$ cat src/rtl/fetch_unit.sv
// Instruction-fetch stage: owns the fetch PC, issues word requests to imem and
// buffers in-order responses in a small queue whose head feeds IF/ID.
module fetch_unit #(
  parameter logic [31:0] RESET_PC = 32'h0000_0000,
  parameter int unsigned QDEPTH   = 4
) (
  input  logic        clk,
  input  logic        rst,
  input  logic        stallF,
  input  logic        redirect,
  input  logic [31:0] redirect_pc,
  output logic        imem_req,
  output logic [31:0] imem_addr,
  input  logic        imem_gnt,
  input  logic        imem_rvalid,
  input  logic [31:0] imem_rdata,
  output logic [31:0] instrF,
  output logic [31:0] PCF,
  output logic [31:0] PCPlus4F,
  output logic        validF
);

  localparam int unsigned PW  = $clog2(QDEPTH);
  localparam int unsigned CW  = PW + 1;
  localparam logic [31:0] NOP = 32'h0000_0013;

  logic [31:0]       fpc_q, fpc_d;
  logic [31:0]       pc_q    [QDEPTH];
  logic [31:0]       pc_d    [QDEPTH];
  logic [31:0]       instr_q [QDEPTH];
  logic [31:0]       instr_d [QDEPTH];
  logic [QDEPTH-1:0] filled_q, filled_d;
  logic [PW-1:0]     head_q, head_d;
  logic [PW-1:0]     tail_q, tail_d;
  logic [PW-1:0]     fill_q, fill_d;
  logic [CW-1:0]     occ_q, occ_d;
  logic [CW-1:0]     drop_q, drop_d;

  logic [CW-1:0] n_filled;
  logic [CW-1:0] pending;
  logic          grant;
  logic          pop;

  // Filled bits are cleared on pop, so allocated-but-unfilled = occ - popcount.
  always_comb begin
    n_filled = '0;
    for (int i = 0; i < QDEPTH; i++) begin
      n_filled = n_filled + CW'(filled_q[i]);
    end
    pending = occ_q - n_filled;
  end

  // Handshake and head presentation, all from registered state.
  always_comb begin
    imem_req  = !rst && !redirect &&
                ((CW+1)'(occ_q) + (CW+1)'(drop_q) < (CW+1)'(QDEPTH));
    imem_addr = fpc_q;
    grant     = imem_req && imem_gnt;
    validF    = (occ_q != '0) && filled_q[head_q];
    pop       = validF && !stallF && !redirect;
    instrF    = validF ? instr_q[head_q] : NOP;
    PCF       = validF ? pc_q[head_q] : 32'h0;
    PCPlus4F  = validF ? pc_q[head_q] + 32'd4 : 32'h0;
  end

  always_comb begin
    fpc_d    = fpc_q;
    pc_d     = pc_q;
    instr_d  = instr_q;
    filled_d = filled_q;
    head_d   = head_q;
    tail_d   = tail_q;
    fill_d   = fill_q;
    occ_d    = occ_q;
    drop_d   = drop_q;
    if (redirect) begin
      // Everything in flight, including a response arriving now, is wrong-path.
      fpc_d    = {redirect_pc[31:2], 2'b00};
      filled_d = '0;
      head_d   = '0;
      tail_d   = '0;
      fill_d   = '0;
      occ_d    = '0;
      drop_d   = drop_q + pending - CW'(imem_rvalid);
    end else begin
      if (grant) begin
        pc_d[tail_q]     = fpc_q;
        filled_d[tail_q] = 1'b0;
        tail_d           = tail_q + PW'(1);
        fpc_d            = fpc_q + 32'd4;
      end
      if (imem_rvalid) begin
        if (drop_q != '0) begin
          drop_d = drop_q - CW'(1);
        end else begin
          instr_d[fill_q]  = imem_rdata;
          filled_d[fill_q] = 1'b1;
          fill_d           = fill_q + PW'(1);
        end
      end
      if (pop) begin
        filled_d[head_q] = 1'b0;
        head_d           = head_q + PW'(1);
      end
      occ_d = occ_q + CW'(grant) - CW'(pop);
    end
  end

  always_ff @(posedge clk or posedge rst) begin
    if (rst) begin
      fpc_q    <= RESET_PC;
      filled_q <= '0;
      head_q   <= '0;
      tail_q   <= '0;
      fill_q   <= '0;
      occ_q    <= '0;
      drop_q   <= '0;
      for (int i = 0; i < QDEPTH; i++) begin
        pc_q[i]    <= '0;
        instr_q[i] <= '0;
      end
    end else begin
      fpc_q    <= fpc_d;
      pc_q     <= pc_d;
      instr_q  <= instr_d;
      filled_q <= filled_d;
      head_q   <= head_d;
      tail_q   <= tail_d;
      fill_q   <= fill_d;
      occ_q    <= occ_d;
      drop_q   <= drop_d;
    end
  end

endmodule

$ cat config.mk
export PLATFORM = sky130hd
export DESIGN_NAME = fetch_unit
export DESIGN_NICKNAME = d
export VERILOG_FILES = /design/src/rtl/fetch_unit.sv
export SDC_FILE = /design/constraint.sdc
export NUM_CORES = 1
export LEC_CHECK = 0
export ABC_AREA = 1
export CAP_MARGIN = 30
export CORE_MARGIN = 2
export CORE_UTILIZATION = 35
export DETAILED_ROUTE_END_ITERATION = 8
export GPL_TIMING_DRIVEN = 0
export PLACE_DENSITY = 0.58
export SLEW_MARGIN = 20
export SYNTH_ARGS = -nofsm -noshare
export SYNTH_HDL_FRONTEND = slang
export SYNTH_SLANG_ARGS = --single-unit
$ cat constraint.sdc
create_clock -name clk -period 13.8 [get_ports clk]
set_input_delay 3.45 -clock clk [delete_from_list [all_inputs] [get_ports clk]]
set_output_delay 3.45 -clock clk [all_outputs]
set_load 0.02 [all_outputs]
==> results by group <==
STA
  • Final number of setup-violating endpoints: 0
  • Setup WS post-layout: 5.08 ns
  • Max Freq: 115 MHz
  • Clock Skews: 0.0301 ns
  • Rel. slew slack: 0.371
  • Tmin final: 8.72 ns
  • Pins Over Slew Limit: 0
  • RSZ-0062 raised after global routing: no
  • Slew @ Worst Pin: 0.944 ns
  • Final Hold Viols: 0
  • Final worst-path cycle share: 0.632

Clocking
  • Hold_buf cts: 0
  • CTS buffer count: 35
  • Clock Tree Buf Depth: 3
  • Worst-Skew Late Latency: 0.56 ns
  • CTS H-tree depth: 2
  • Post-CTS setup buffer count: 0
  • Sinks on Clock Net: 294
  • CTS resizes: 0
  • TritonCTS clock tree: done
  • Clock slew at reported path FFs: 0.06 ns
  • Clk root buf: clkbuf_16

Detailed routing
  • Antenna Violating Nets Remaining: 0
  • DR vias/cell: 5.15
  • Post-DR wirelength/cell: 18.7 um
  • Initial DRC count: 1,523
  • TritonRoute pass-1 iters: 5
  • Vias: 15,862
  • DRC viols: 0
  • Post-Route WL: 57.7 mm

Worst setup path
  • Data arrival time of the worst path: 5.27 ns
  • Worst reg2reg startpoint: filled_q[0]$_DFF_PP0_
  • Critical path class: input port to primary output
  • Critical Path End Type: primary output
  • Startpoint Class: input port
  • Critical path peak fanout: 6
  • Crit path from: rst
  • CP required: 10.35 ns

Die
  • Die Wd: 218 um
  • Die ar.: 47,500 um^2
  • Die height: 218 um
  • Core Box Area: 45,300 um^2
  • # IOs: 200
  • Initial Util: 0.354
  • Site row count: 78

Power
  • P_int: 1.90 mW
  • Switching Fraction: 0.355
  • Power density cells: 148 nW/um^2
  • Pleak: 9.19 nW
  • Clock network power share: 0.331
  • Net Switching: 1.05 mW
  • Gate power share: 0.271
  • Sequential share of power: 0.398
  • Worst vdd ir: 0.0000926 V
  • Design Power: 2.95 mW

Final layout
  • Area Overhead vs Synth: 24.8%
  • Diodes inserted: 0
  • Commonest non-fill, non-tap cell in the layout: nand2_1
  • Layout cells sized above 1: 0.0585
  • Most frequent cells in the layout: nand2_1, o21ai_0, dfrtp_1
  • Nets: 2,550

Logic synthesis
  • Gate Count Post-Synth: 2,216
  • Seq/Total Area, Yosys: 0.459
  • Warnings from Yosys: 0
  • Flops & latches, synth: 294
  • Mapped Area: 16,000 um^2
  • Mean Syn Cell Area: 7.23 um^2
  • Post-synth EDFFs: 0
  • Synth Flop Type: dfrtp_1
  • FFs w/ async S/R, synth: 1.00
  • Yosys cell types: 41

Status
  • Outcome: finished, final reports clean

GRT
  • All-Layer GR Usage: 0.243
  • Grt total ovfl: 0
  • First-pass GRT wire length: 89.2 mm
  • Initial antenna violation count: 0
  • Largest net degree at the start of global routing: 91
  • Vias in the first global route: 15,192

Placed design
  • Dpl ws: 5.09 ns
  • Post-DP HPWL: 41.9 mm
  • RePlAce Congestion: 0.957
  • PortBufs: 190

Worst hold path
  • Hold_sp: instr_q[71]$_DFFE_PP0P_
  • Worst Hold Class: flip-flop to flip-flop

Flow run
  • MaxCap Viol Count: 0
==> worst paths after layout <==
path | cells past startpoint | endpoint | slack, ns
max | 3 | imem_req | 5.08
min | 2 | instr_q[71]$_DFFE_PP0P_ | 0.48
max reg2reg | 12 | drop_q[2]$_DFFE_PP0P_ | 10.20
min reg2reg | 2 | instr_q[71]$_DFFE_PP0P_ | 0.48
max in group asynchronous | 3 | instr_q[103]$_DFFE_PP0P_ | 9.60
min in group asynchronous | 2 | occ_q[2]$_DFF_PP0_ | 3.41
==> area by class of cell <==
class	count	area [um^2]
fillers	4702	25300
multi-input cells	1647	7470
flip-flops and latches	294	7360
repair buffers	193	1980
clock buffers	43	956
well taps	600	751
plain buffers	127	627
inverters	153	584
clock inverters	21	260
==> metal layers <==
layer,part of all wire,vias to the layer above,GRT usage
met5,0,-,0
met4,0.022,0,0.0662
met3,0.067,82,0.0365
met2,0.45,580,0.378
met1,0.46,7660,0.353
li1,-,7540,-
==> registers in the layout (all words and copies together) (netlist names) <==
signal,cells
drop_q,3
fill_q,2
filled_q,4
head_q,2
imem_addr,30
instr_q,128
occ_q,3
pc_q,120
tail_q,2
==> cell usage after synthesis, types with 19 or more instances <==
library cell	number	area share
nand2_1	750	0.18
o21ai_0	336	0.10
dfrtp_1	294	0.46
nor2_1	274	0.064
inv_1	148	0.035
nand3_1	102	0.032
clkbuf_1	63	0.015
a21oi_1	44	0.014
buf_2	38	0.012
ha_1	23	0.018
xor2_1	19	0.010
==> kinds of logic (layout without fill, tap and decap cells) <==
group	count (synthesis)	count (layout)	synth area share
AOI/OAI and AO/OA	413	413	0.135
xor gates and xnor gates	23	23	0.0126
and+or+nand+nor	1176	1176	0.293
adders and majority gates	29	29	0.0255
other	1	6	0.000234
DFF	294	294	0.459
buffers and inverters	280	537	0.0751
==> through the flow <==
| step | cell area [um^2] | setup TNS [ns] | hold slack [ns] | instances | util |
|---|---|---|---|---|---|
| floorplan | 16000 | 0 | 0.445 | 2221 | - |
| global placement | 18700 | -481.00 | 0.461 | 3011 | 0.413 |
| detailed placement | 18800 | 0 | 0.468 | 3014 | 0.415 |
| CTS | 20000 | 0 | 0.483 | 3078 | 0.442 |
| global route | 20000 | 0 | 0.502 | 3078 | 0.442 |
| finish | 20000 | 0 | 0.476 | 3078 | 0.442 |
==> power by group through the flow <==
stage | Sequential [mW] | Combinational (mW) | Clock [mW]
global route | 1.20 | 0.911 | 1.03
floorplan | 1.17 | 0.513 | 0
finish | 1.18 | 0.800 | 0.976
CTS | 1.17 | 0.796 | 0.990
detailed placement | 1.19 | 0.793 | 0
global placement | 1.18 | 0.774 | 0
==> worst max-delay path, cell delays in order <==
cell	delay, ns
clkdlybuf4s50_1	0.54
nor4_4	0.57
clkdlybuf4s50_1	0.71
(Power assumes the default switching activity.)
